===== src/rtl/demux2_pkg.sv =====
// Shared definitions for the four-phase handshake blocks: FSM state encoding
// and the names of the four protocol phases.
package demux2_pkg;

  typedef enum logic [1:0] {
    IDLE = 2'b00,
    REQ  = 2'b01,
    ACK  = 2'b10
  } state_t;

  // Four-phase return-to-zero sequence as seen on any single channel.
  typedef enum logic [1:0] {
    PH_REQ_RISE = 2'b00,
    PH_ACK_RISE = 2'b01,
    PH_REQ_FALL = 2'b10,
    PH_ACK_FALL = 2'b11
  } phase_t;

endpackage


===== src/rtl/demux2_sync2.sv =====
// Two-flop synchronizer for a single-bit level; both flops clear on reset.
// Used by demux2 only when DEMUX2_INSYNC_EN is defined.
module sync2 (
  input  logic clk,
  input  logic rst,
  input  logic d,
  output logic q
);

  logic meta;

  // NOTE: sequential state uses non-blocking assignments so every flop
  // samples the pre-edge value of its source, independent of statement order.
  always_ff @(posedge clk or posedge rst) begin
    if (rst) begin
      meta <= 1'b0;
      q    <= 1'b0;
    end else begin
      meta <= d;
      q    <= meta;
    end
  end

endmodule


===== src/rtl/demux2.sv =====
// Four-phase bundled-data demultiplexer: one token from the input channel is
// steered to output 0 or 1 by the control channel. Optional: DEMUX2_INSYNC_EN.
module demux2
  import demux2_pkg::*;
#(
  parameter int N = 1
) (
  input  logic         clk,
  input  logic         rst,
  input  logic         r_i,
  output logic         a_i,
  input  logic [N-1:0] d_i,
  input  logic         rctl_i,
  input  logic         dctl_i,
  output logic         actl_i,
  output logic         r0_o,
  input  logic         a0_o,
  output logic [N-1:0] d0_o,
  output logic         r1_o,
  input  logic         a1_o,
  output logic [N-1:0] d1_o
);

  logic r_s, rctl_s, a0_s, a1_s;

`ifdef DEMUX2_INSYNC_EN
  // Handshake levels only; d_i/dctl_i stay bundled with their request.
  sync2 u_sync_r    (.clk(clk), .rst(rst), .d(r_i),    .q(r_s));
  sync2 u_sync_rctl (.clk(clk), .rst(rst), .d(rctl_i), .q(rctl_s));
  sync2 u_sync_a0   (.clk(clk), .rst(rst), .d(a0_o),   .q(a0_s));
  sync2 u_sync_a1   (.clk(clk), .rst(rst), .d(a1_o),   .q(a1_s));
`else
  assign r_s    = r_i;
  assign rctl_s = rctl_i;
  assign a0_s   = a0_o;
  assign a1_s   = a1_o;
`endif

  state_t       state_q, state_d;
  logic         req_q, req_d;
  logic         ack_q, ack_d;
  logic         sel_q, sel_d;
  logic [N-1:0] data_q, data_d;
  logic         ax;

  // Acknowledge from the side the current token was routed to.
  assign ax = sel_q ? a1_s : a0_s;

  // NOTE: the data register is a plain flop bank, so it can take the reset
  // value alongside the control state.
  always_ff @(posedge clk or posedge rst) begin
    if (rst) begin
      state_q <= IDLE;
      req_q   <= 1'b0;
      ack_q   <= 1'b0;
      sel_q   <= 1'b0;
      data_q  <= '0;
    end else begin
      state_q <= state_d;
      req_q   <= req_d;
      ack_q   <= ack_d;
      sel_q   <= sel_d;
      data_q  <= data_d;
    end
  end

  // NOTE: every output of this block is given a default first, so no path
  // leaves a variable unassigned and no latch is inferred.
  always_comb begin
    state_d = state_q;
    req_d   = req_q;
    ack_d   = ack_q;
    sel_d   = sel_q;
    data_d  = data_q;
    unique case (state_q)
      IDLE: begin
        req_d = 1'b0;
        ack_d = 1'b0;
        if (r_s && rctl_s) begin
          data_d  = d_i;
          sel_d   = dctl_i;
          req_d   = 1'b1;
          state_d = REQ;
        end
      end
      REQ: begin
        if (ax) begin
          req_d   = 1'b0;
          ack_d   = 1'b1;
          state_d = ACK;
        end
      end
      ACK: begin
        if (!r_s && !rctl_s && !ax) begin
          ack_d   = 1'b0;
          state_d = IDLE;
        end
      end
      default: begin
        req_d   = 1'b0;
        ack_d   = 1'b0;
        state_d = IDLE;
      end
    endcase
  end

  assign a_i    = ack_q;
  assign actl_i = ack_q;
  assign r0_o   = req_q & ~sel_q;
  assign r1_o   = req_q &  sel_q;
  assign d0_o   = data_q;
  assign d1_o   = data_q;

endmodule


===== config.mk =====
export PLATFORM = sky130hd
export DESIGN_NAME = demux2
export DESIGN_NICKNAME = d
export VERILOG_FILES = /design/src/rtl/demux2_pkg.sv /design/src/rtl/demux2_sync2.sv /design/src/rtl/demux2.sv
export SDC_FILE = /design/constraint.sdc
export NUM_CORES = 1
export LEC_CHECK = 0
export BUFFER_PORTS_ARGS = -buffer_cell sky130_fd_sc_hd__buf_2
export CAP_MARGIN = 20
export CORE_AREA = 2 2 39 41
export CTS_CLUSTER_DIAMETER = 60
export CTS_CLUSTER_SIZE = 10
export DETAILED_ROUTE_END_ITERATION = 8
export DIE_AREA = 0 0 41 43
export SYNTH_ARGS = -nofsm -noshare
export SYNTH_HDL_FRONTEND = slang
export SYNTH_SLANG_ARGS = --single-unit

===== constraint.sdc =====
create_clock -name clk -period 1.8 [get_ports clk]
set_input_delay 0.18 -clock clk [delete_from_list [all_inputs] [get_ports clk]]
set_output_delay 0.18 -clock clk [all_outputs]
set_load 0.03 [all_outputs]

# After elaboration in Yosys (flattened, before gate mapping)

Index checks and enable logic that the tools add are counted.

Register bits after elaboration: 6
Input bits: 8
Word-level logic and storage cells: 36

Equal/unequal tests: 5
Mux-type cells: 11
Bitwise logic cells: 4
Reductions and logical operators: 11

Operators by type and width:

| kind               | number |
|---|---|
| $mux 2             | 3 |
| $ne 2x2->1 const B | 3 |
| $pmux 2 s3         | 1 |
| $reduce_and 2->1   | 3 |
| $mux 1             | 5 |
| $logic_and 1x1->1  | 3 |
| $logic_not 1->1    | 3 |
| $pmux 1 s3         | 1 |
| $reduce_and 3->1   | 1 |
| $and 1x1->1        | 2 |
| $eq 2x1->1 const B | 1 |
| $eq 2x2->1 const B | 1 |
| $logic_not 2->1    | 1 |
| $not 1->1          | 2 |
| $pmux 1 s2         | 1 |

# Logic depth before layout (Yosys ltp)

Gate-level depths: netlist of the first run.

Depth in word-level cells: 5
Mapped depth: 3
Depth with buffers taken out: 3

# Least setup slack after synthesis of the first run

No wires, ideal clock.

Path kind: register to register
From: register sel_q
To: register ack_q, in the netlist a_i
Library setup time: 0.131 ns
Data arrival time: 1.000 ns
Path slack: 0.669 ns
Stages on the path, launching flop included: 4
Clock period less this slack: 1.131 ns
Path through: dfrtp_1 mux2_4 o31ai_2 o32ai_1

Cells in the longest elaborated chain, start to end: 5

RTL lines:

| item                                | line         | source |
|---|---|---|
| start, declared                     | demux2.sv:42 | `logic sel_q, sel_d;` |
| start signal, assigned              | demux2.sv:62 | `sel_q <= sel_d;` |
| $mux 1 *                            | demux2.sv:47 | `assign ax = sel_q ? a1_s : a0_s;` |
| $logic_not 1->1                     | demux2.sv:94 | `if (!r_s && !rctl_s && !ax) begin` |
| $logic_and 1x1->1                   | demux2.sv:94 |  |
| $ne 2x2->1 (no source line)         | n/a          |  |
| $reduce_and 2->1 (no source line) * | n/a          |  |
| end signal, assigned                | demux2.sv:61 | `ack_q <= ack_d;` |
| end, declared                       | demux2.sv:41 | `logic ack_q, ack_d;` |

Mark *: on every way between the ends. The rest lies on a longest branch, timed or not.
A chain may end at the register's enable or synchronous reset.

# Final worst setup path of the first run

Same ends and word-level chain as after synthesis.

==> results of run 1 <==
==> state kept, by name (all words and copies together), names as in the netlist <==
name     cells
a_i          1
d0_o         1
req_q        1
sel_q        1
state_q      2
==> placed cells by master, fill, tap and decap left out <==
cell           netlist  layout
buf_2                0      13
dfrtp_1              6       6
inv_1                3       3
dlygate4sd3_1        0       1
mux2_2               1       1
o31ai_2              1       1
mux2_1               2       2
mux2_4               2       2
nand2_1              1       1
nor3_2               1       1
o32ai_1              2       2
clkbuf_4             0       3
nor2_1               2       2
nand2b_1             2       2
nor2_2               1       1
and2_2               1       1
o21ai_1              1       1
==> how the worst max path moves through the flow <==
stage	start	to	slack [ps]	depth (start not counted)
4_1_cts	sel_q$_DFFE_PP0P_	r1_o	590	2
3_3_place_gp	sel_q$_DFFE_PP0P_	a_i$_DFFE_PP0P_	600	3
6_report	sel_q$_DFFE_PP0P_	a_i$_DFFE_PP0P_	600	3
3_5_place_dp	sel_q$_DFFE_PP0P_	a_i$_DFFE_PP0P_	600	3
2_1_floorplan	sel_q$_DFFE_PP0P_	a_i$_DFFE_PP0P_	670	3
5_1_grt	sel_q$_DFFE_PP0P_	a_i$_DFFE_PP0P_	530	3
==> layer usage <==
layer,vias to the layer above,GRT usage (%),share of wire (%)
met4,0,12.0,6.5
met3,5,7.85,10
met1,108,10.1,45
met5,-,0,0
li1,127,-,-
met2,13,10.6,38
==> timing repair <==
item                                    in CTS  in global routing
resized for setup                            0                  0
endpoints found under the setup margin       0                  0
hold buffers                                 1                  0
endpoints found under the hold margin        6                  0
==> per-stage QoR <==
stage	utilization [%]	hold WS [ps]	instances	worst slack, ps
after global placement	28.4	104	55	596
final	30.7	144	59	602
after global routing	30.7	137	59	528
after CTS	30.7	139	59	590
after floorplan	-	-29.0	28	669
after detailed placement	28.4	109	55	599
==> power breakdown <==
group | total [mW] | switching [mW] | internal [mW]
sequential | 0.256 | 0.0627 | 0.193
combinational | 0.314 | 0.185 | 0.129
clock | 0.128 | 0.0523 | 0.0757
total | 0.698 | 0.300 | 0.398
==> cell type report <==
type	instances	area, µm²	share of cell area [%]
flip-flops and latches	6	150	35.3
multi-input cells	17	146	34.4
repair buffers	14	75.1	17.6
clock buffers	3	22.5	5.29
well taps	16	20.0	4.71
inverters	3	11.3	2.65
==> cells by family (layout without fill, tap and decap cells) <==
logic type / count (synthesis) / count (layout) / share of synthesized area [%]
AND/OR/NAND/NOR: 8 / 8 / 14.7
flip-flops: 6 / 6 / 46.5
buffers and inverters: 5 / 20 / 8.14
multiplexers: 5 / 5 / 19.8
AO/OA/AOI/OAI: 4 / 4 / 10.9
==> impl_metrics.py, run 1 <==
metrics = {
    "status": {
        "outcome": "complete, no violations",
    },
    "route": {
        "ant_nets": 0,
        "vias": 253,
        "firstDrtPassIters": 4,
        "routed_wirelength_um": 586,
        "drc_errors": 0,
        "drt_iter0_markers": 2,
        "wl_per_cell_um": 9.93,
        "avgViaCountPerCell": 4.29,
    },
    "floorplanning": {
        "dieHeight_um": 43,
        "core_area_um2": 1380,
        "fp.dieW_um": 41,
        "initial_utilization_pct": 23.3,
        "io_pins": 14,
        "die_area_um2": 1760,
        "num_rows": 14,
    },
    "timing": {
        "drv_slew": 0,
        "rsz0062_at_grt": "no",
        "fin_crit_ps": 1200,
        "tightest_slew_ps": 238,
        "hold_viol_final": 0,
        "clock_skew_ps": 4.86,
        "setup_tns_ps": 0,
        "setup_viol": 0,
        "period_share_pct": 66.5,
        "slew_headroom_pct": 84.1,
        "fmax_ghz": 0.835,
    },
    "critical_path": {
        "slowest_stage": "dfrtp_1",
        "critical_path_class": "reg2reg",
        "reg2reg_from": "sel_q$_DFFE_PP0P_",
        "crit_chain": "mux2_4 -> o31ai_2 -> o32ai_1",
        "worst-endpoint-arrival_ps": 1320,
        "worstRegToRegCells": 3,
        "timing.rr.end": "a_i$_DFFE_PP0P_",
        "cp-start-kind": "flip-flop",
        "worst-path-buf-inv": 0,
        "cp_top_family": "flip-flops",
        "crit_fanout": 5,
        "required_ps": 1930,
        "cpPeakStageDelay_ps": 400,
        "ff2ff_setup_slack_ps": 600,
        "critPathCaptureType": "flip-flop",
    },
    "global_routing": {
        "track_usage_pct": 9.89,
        "grt_pass1_wl_um": 979,
        "grt_pass1_vias": 224,
        "antenna_found_initial": 0,
        "gr-total-overflow": 0,
        "grt_max_degree": 7,
    },
    "layout": {
        "nNetsFinal": 53,
        "filler_cell_count": 145,
        "layout-area-overhead-vs-synth_pct": 31.8,
        "layout-drive-gt1-share_pct": 53.5,
        "fin_area_um2": 425,
        "diodes": 0,
    },
    "clock_network": {
        "htree_levels": 1,
        "clkLatencyLatePin_ps": 250,
        "cts_tree": "built",
        "cts_max_path_buffers": 2,
        "path_clk_slew_ps": 50,
        "cts_made_buffers": 3,
        "clockRootBuffer": "clkbuf_4",
        "cts.sinks": 6,
        "postCtsSetupBuffers": 0,
    },
    "min_path": {
        "hold_start": "dctl_i",
        "holdPathEnd": "sel_q$_DFFE_PP0P_",
        "hold_path_class": "in2reg",
        "holdPathStages": 2,
    },
    "yosys": {
        "yosys_warnings": 0,
        "ys_seq_elements": 6,
        "synth-edff-count": 0,
        "syn_nets": 36,
        "syn_avg_cell_area_um2": 11.5,
        "synth_cell_types": 15,
        "syn-cell-area_um2": 323,
        "synth_most_common_cell": "dfrtp_1",
        "synth_top_area_cell": "dfrtp_1",
        "ys_async_sr_fraction_pct": 100,
        "synthTopCellsByCount": "dfrtp_1 (6), inv_1 (3)",
        "synthCells": 28,
        "synth.area.top_cells": "dfrtp_1 (47%), mux2_4 (9.3%), mux2_1 (7.0%), o32ai_1 (5.4%), buf_4 (4.7%)",
        "synth.top_cell.area_share_pct": 46.5,
        "ys_seq_area_share_pct": 46.5,
        "ys.flop_type": "dfrtp_1",
    },
    "placed_design": {
        "place.gp.congestion": 0.682,
        "io_buffers": 13,
        "hpwl_um": 454,
        "postPlaceCellArea_um2": 393,
    },
    "power_and_ir_drop": {
        "p_leak_nw": 0.211,
        "p_total_mw": 0.698,
        "ir_drop_mv": 0.465,
        "powerDensity_nw_per_um2": 1640,
    },
    "flow_run": {
        "cap_viol_max_count": 0,
    },
}
Note: power is estimated with default switching activity, not from simulation.
==> run 2, diff against run 1 <==
clock period = 1.02 ns   (was 1.8 ns; I/O delays follow)
==> run 2 against run 1 <==
  * The flow now finishes with violations (setup timing)
  * Clock power grew 100%
  * Global-route usage increased by 2.8 points
  * Clock skew shrank 1.6 ps
==> impl_metrics.py, run 2 (synthesis gave the netlist of run 1 again) <==
metrics = {
    "power_and_ir_drop": {
        "ir_drop_mv": 0.906,
        "clockPowerShare_pct": 16.5,
        "pwr-share-seq_pct": 28.3,
        "swShare_pct": 41.8,
        "powerDensity_nw_per_um2": 2950,
        "p_leak_nw": 0.255,
        "intPower_mw": 0.909,
        "power_frac_comb_pct": 55.2,
        "p_sw_mw": 0.653,
    },
    "critical_path": {
        "critPathLaunch": "sel_q$_DFFE_PP0P_",
        "cp_top_family": "flip-flops",
        "critPathCaptureType": "flip-flop",
        "cpPeakStageDelay_ps": 400,
        "ff2ff_setup_slack_ps": -140,
        "worstRegToRegCells": 3,
        "worst-path-buf-inv": 0,
        "cp-start-kind": "flip-flop",
        "required_ps": 1150,
        "timing.rr.end": "a_i$_DFFE_PP0P_",
        "crit_chain": "mux2_4 -> o31ai_4 -> o32ai_1",
        "reg2reg_from": "sel_q$_DFFE_PP0P_",
        "slowest_stage": "dfrtp_1",
        "critical_path_class": "reg2reg",
        "crit_fanout": 5,
        "worst-endpoint-arrival_ps": 1290,
    },
    "layout": {
        "final_cell_mix": "buf_2 (11), buf_4 (6), dfrtp_1 (5)",
        "regMostFlops": "state_q",
        "nNetsFinal": 60,
        "fin_area_um2": 531,
        "layout-drive-gt1-share_pct": 66.7,
        "largest_reg_flops": 2,
        "diodes": 0,
        "layout-area-overhead-vs-synth_pct": 64.3,
        "final_util_pct": 38.3,
        "final_common_cell": "buf_2",
    },
    "status": {
        "outcome": "finished with violations",
        "violations": "setup timing",
    },
    "timing": {
        "period_share_pct": 114,
        "rsz0062_at_grt": "yes",
        "hold_viol_final": 0,
        "clock_skew_ps": 3.29,
        "fmax_ghz": 0.862,
        "setup_viol": 8,
        "slew_headroom_pct": 82.3,
        "drv_slew": 0,
        "fin_ws_ps": -140,
        "fin_crit_ps": 1160,
        "fin_hold_ws_ps": 86.6,
        "setup_tns_ps": -786,
        "tightest_slew_ps": 264,
    },
    "floorplanning": {
        "core_area_um2": 1380,
        "num_rows": 14,
        "initial_utilization_pct": 23.3,
        "io_pins": 14,
        "fp.dieW_um": 41,
        "dieHeight_um": 43,
        "die_area_um2": 1760,
    },
    "route": {
        "drt_iter0_markers": 2,
        "drc_errors": 0,
        "firstDrtPassIters": 3,
        "ant_nets": 0,
        "wl_per_cell_um": 12.3,
        "vias": 300,
        "avgViaCountPerCell": 4.48,
        "routed_wirelength_um": 823,
    },
    "global_routing": {
        "grt_pass1_vias": 295,
        "antenna_found_initial": 0,
        "track_usage_pct": 12.7,
        "grt_max_degree": 7,
        "gr-total-overflow": 0,
        "grt_pass1_wl_um": 1280,
    },
    "placed_design": {
        "io_buffers": 13,
        "hpwl_um": 620,
        "place.gp.congestion": 0.662,
        "postPlaceCellArea_um2": 455,
    },
    "clock_network": {
        "cts.sinks": 6,
        "htree_levels": 1,
        "postCtsSetupBuffers": 0,
        "clockRootBuffer": "clkbuf_4",
        "cts_made_buffers": 3,
        "clkLatencyLatePin_ps": 260,
        "path_clk_slew_ps": 50,
        "cts_max_path_buffers": 2,
        "cts_tree": "built",
    },
    "min_path": {
        "holdPathEnd": "sel_q$_DFFE_PP0P_",
        "holdPathStages": 2,
        "hold_path_class": "in2reg",
        "hold_start": "dctl_i",
    },
    "flow_run": {
        "cap_viol_max_count": 0,
    },
}
[run 2: cell count changes in the layout (fill, tap and decap cells not counted), moves of 2 or more]
cell / delta
buf_2: -2
mux2_1: -2
mux2_4: +2
buf_6: +3
buf_4: +6
[run 2: through the flow]
step | cells | power [mW] | setup slack [ps]
floorplan | 28 | 0.938 | -92.4
global placement | 62 | 1.15 | -90.6
detailed placement | 62 | 1.17 | -121
CTS | 67 | 1.56 | -132
global route | 67 | 1.65 | -172
finish | 67 | 1.56 | -140
[run 2: what timing repair did]
| action | in CTS | in global routing |
|---|---|---|
| hold endpoints to repair | 6 | 0 |
| cloned | 0 | 0 |
| hold buffers | 1 | 0 |
| gates resized for setup | 11 | 0 |
| endpoints found under the setup margin | 8 | 8 |
| pin swaps | 2 | 0 |
[run 2: layout make-up]
cell class	instances	area, µm²
sequential	6	151
multi-input combinational	17	178
timing repair buffer	21	144
inverter	3	11.3
clock buffer	4	26.3
tap	16	20.0
fill	134	853
[run 2: power groups by stage]
| stage | Clock [mW] | Sequential [mW] | Combinational, mW |
|---|---|---|---|
| finish | 0.258 | 0.442 | 0.863 |
| global route | 0.276 | 0.453 | 0.924 |
| CTS | 0.258 | 0.438 | 0.867 |
| detailed placement | 0 | 0.425 | 0.746 |
| global placement | 0 | 0.419 | 0.732 |
| floorplan | 0 | 0.521 | 0.417 |
[run 2: worst register-to-register path: cells and delay by family (launching register included)]
family | cells | cell delay, ps
compound gates | 2 | 300
flops | 1 | 400
mux | 1 | 340
[run 2: worst max-delay path by stage]
stage / end / slack [ps] / cells after the start
floorplan: state_q[0]$_DFFE_PP0P_ / -90 / 3
global placement: req_q$_DFFE_PP0P_ / -90 / 2
detailed placement: a_i$_DFFE_PP0P_ / -120 / 3
CTS: a_i$_DFFE_PP0P_ / -130 / 3
global route: a_i$_DFFE_PP0P_ / -170 / 3
finish: a_i$_DFFE_PP0P_ / -140 / 3
[run 2: routing by layer]
metal	share of wire, %	up-vias	global-route usage, %
met2	48	12	17.8
met4	5.2	0	16.0
met3	7.2	4	5.76
met1	40	143	11.0
met5	0	-	0
li1	-	141	-
==> run 3, diff against run 2 <==
SETUP_SLACK_MARGIN = 0.1   (was default)
TNS_END_PERCENT = 1   (was default)
==> run 3 against run 2 <==
  * The run still ends with setup timing left
  * Clock skew is 0.71 ps lower
  * Cell count decreased by 4.5%
  * Register-to-register slack about the same
  * Combinational power rose by 4.9%
  * Clock power is 13% lower
  * Count of clock-buffer cells in the layout fell by 1
  * First-iteration DRC count down 100%
  * Non-clock buffer count shrank 2
  * Final area down 1.7%
  * Critical path depth unchanged
  * Global-route usage shrank 2.7 points
  * Sequential share of layout area is 0.24 points higher
==> impl_metrics.py, run 3 (synthesis gave the netlist of run 1 again) <==
metrics = {
    "floorplanning": {
        "dieHeight_um": 43,
        "num_rows": 14,
        "core_area_um2": 1380,
        "fp.dieW_um": 41,
        "die_area_um2": 1760,
        "io_pins": 14,
        "initial_utilization_pct": 23.3,
    },
    "power_and_ir_drop": {
        "intPower_mw": 0.946,
        "pwr-share-seq_pct": 27.8,
        "p_sw_mw": 0.619,
        "clockPowerShare_pct": 14.4,
        "swShare_pct": 39.5,
        "powerDensity_nw_per_um2": 3000,
        "power_frac_comb_pct": 57.8,
        "ir_drop_mv": 0.883,
        "p_leak_nw": 0.245,
        "p_total_mw": 1.56,
    },
    "global_routing": {
        "gr-total-overflow": 0,
        "grt_pass1_wl_um": 1120,
        "grt_pass1_vias": 276,
        "grt_max_degree": 7,
        "antenna_found_initial": 0,
        "track_usage_pct": 9.99,
    },
    "timing": {
        "hold_viol_final": 0,
        "period_share_pct": 114,
        "drv_slew": 0,
        "fin_crit_ps": 1160,
        "fin_ws_ps": -142,
        "rsz0062_at_grt": "yes",
        "fmax_ghz": 0.861,
        "tightest_slew_ps": 239,
        "slew_headroom_pct": 84.0,
        "setup_viol": 8,
        "clock_skew_ps": 2.58,
    },
    "placed_design": {
        "place.gp.congestion": 0.680,
        "io_buffers": 13,
        "hpwl_um": 523,
    },
    "critical_path": {
        "worstRegToRegCells": 3,
        "reg2reg_from": "sel_q$_DFFE_PP0P_",
        "timing.rr.end": "a_i$_DFFE_PP0P_",
        "critPathCaptureType": "flip-flop",
        "worst-endpoint-arrival_ps": 1290,
        "ff2ff_setup_slack_ps": -140,
        "cp-start-kind": "flip-flop",
        "required_ps": 1150,
        "critical_path_class": "reg2reg",
        "crit_fanout": 5,
    },
    "route": {
        "avgViaCountPerCell": 4.19,
        "vias": 268,
        "routed_wirelength_um": 646,
        "firstDrtPassIters": 1,
        "drc_errors": 0,
        "ant_nets": 0,
        "wl_per_cell_um": 10.1,
        "drt_iter0_markers": 0,
        "wl_met2_um": 294,
        "dr_wl_met3_um": 49,
        "top_layer_used": "met4",
        "m1WireLength_um": 292,
    },
    "layout": {
        "nNetsFinal": 58,
        "largest_reg_flops": 2,
        "diodes": 0,
        "regMostFlops": "state_q",
        "layout-drive-gt1-share_pct": 60.4,
        "final_util_pct": 37.7,
        "final_cell_mix": "buf_2 (7), buf_6 (7), dfrtp_1 (6)",
        "layout-area-overhead-vs-synth_pct": 61.6,
    },
    "min_path": {
        "hold_path_class": "in2reg",
        "hold_start": "dctl_i",
        "holdPathEnd": "sel_q$_DFFE_PP0P_",
        "holdPathStages": 2,
    },
    "status": {
        "violations": "setup timing",
        "outcome": "finished with violations",
    },
    "flow_run": {
        "cap_viol_max_count": 0,
    },
    "clock_network": {
        "cts_made_buffers": 3,
        "htree_levels": 1,
        "clockRootBuffer": "clkbuf_4",
        "cts_max_path_buffers": 2,
        "path_clk_slew_ps": 50,
        "clkLatencyLatePin_ps": 250,
        "cts_tree": "built",
        "cts.sinks": 6,
    },
}
-- run 3: changes by cell type in the layout (fill, tap and decap cells not counted), sizes merged --
cell,delta
buf,-2
clkbuf,-1
-- run 3: through the flow --
stage          cells  TNS (ps)  hold slack (ps)  area (µm²)  setup WS [ps]
2_1_floorplan     28      -441             -107         332          -93.0
3_3_place_gp      60      -493             32.7         439          -88.7
3_5_place_dp      60      -601             25.4         439           -129
4_1_cts           64      -917             72.5         498           -146
5_1_grt           64     -1160             77.8         522           -192
6_report          64      -798             77.3         522           -142
-- run 3: how the worst max path moves through the flow --
stage          depth (start not counted)                   start                end
3_3_place_gp                           2  state_q[0]$_DFFE_PP0P_  sel_q$_DFFE_PP0P_
5_1_grt                                3       sel_q$_DFFE_PP0P_    a_i$_DFFE_PP0P_
2_1_floorplan                          3       sel_q$_DFFE_PP0P_    a_i$_DFFE_PP0P_
3_5_place_dp                           3       sel_q$_DFFE_PP0P_    a_i$_DFFE_PP0P_
6_report                               3       sel_q$_DFFE_PP0P_    a_i$_DFFE_PP0P_
4_1_cts                                3       sel_q$_DFFE_PP0P_    a_i$_DFFE_PP0P_
-- run 3: timing repair --
item,4_1_cts,5_1_grt
hold buffers,1,0
buffers inserted,0,0
endpoints found under the hold margin,6,0
setup endpoints to repair,10,12
gates resized for setup,9,9
pin swaps,2,1
-- run 3: metal layers --
metal / global-route usage (%) / up-vias
li1: - / 135
met1: 12.4 / 118
met2: 12.5 / 13
met3: 4.71 / 2
met4: 8.00 / 0
met5: 0 / -
-- run 3: power groups by stage --
stage	Combinational, mW	Clock (mW)	Sequential, mW
after CTS	0.828	0.235	0.427
after global placement	0.746	0	0.413
final	0.905	0.225	0.435
after floorplan	0.417	0	0.516
after detailed placement	0.751	0	0.417
after global routing	0.976	0.250	0.450
-- run 3: final cells by class --
cell class / instances / area (µm²)
Clock buffer: 3 / 22.5
Timing Repair Buffer: 19 / 154
Sequential cell: 6 / 150
Fill cell: 145 / 862
Multi-Input combinational cell: 17 / 164
Tap cell: 16 / 20.0
Inverter: 3 / 11.3
-- run 3: worst max-delay path, cell delays in order (launching register included) --
cell,delay (ps)
dfrtp_1,400
mux2_4,350
o31ai_4,190
o32ai_1,100
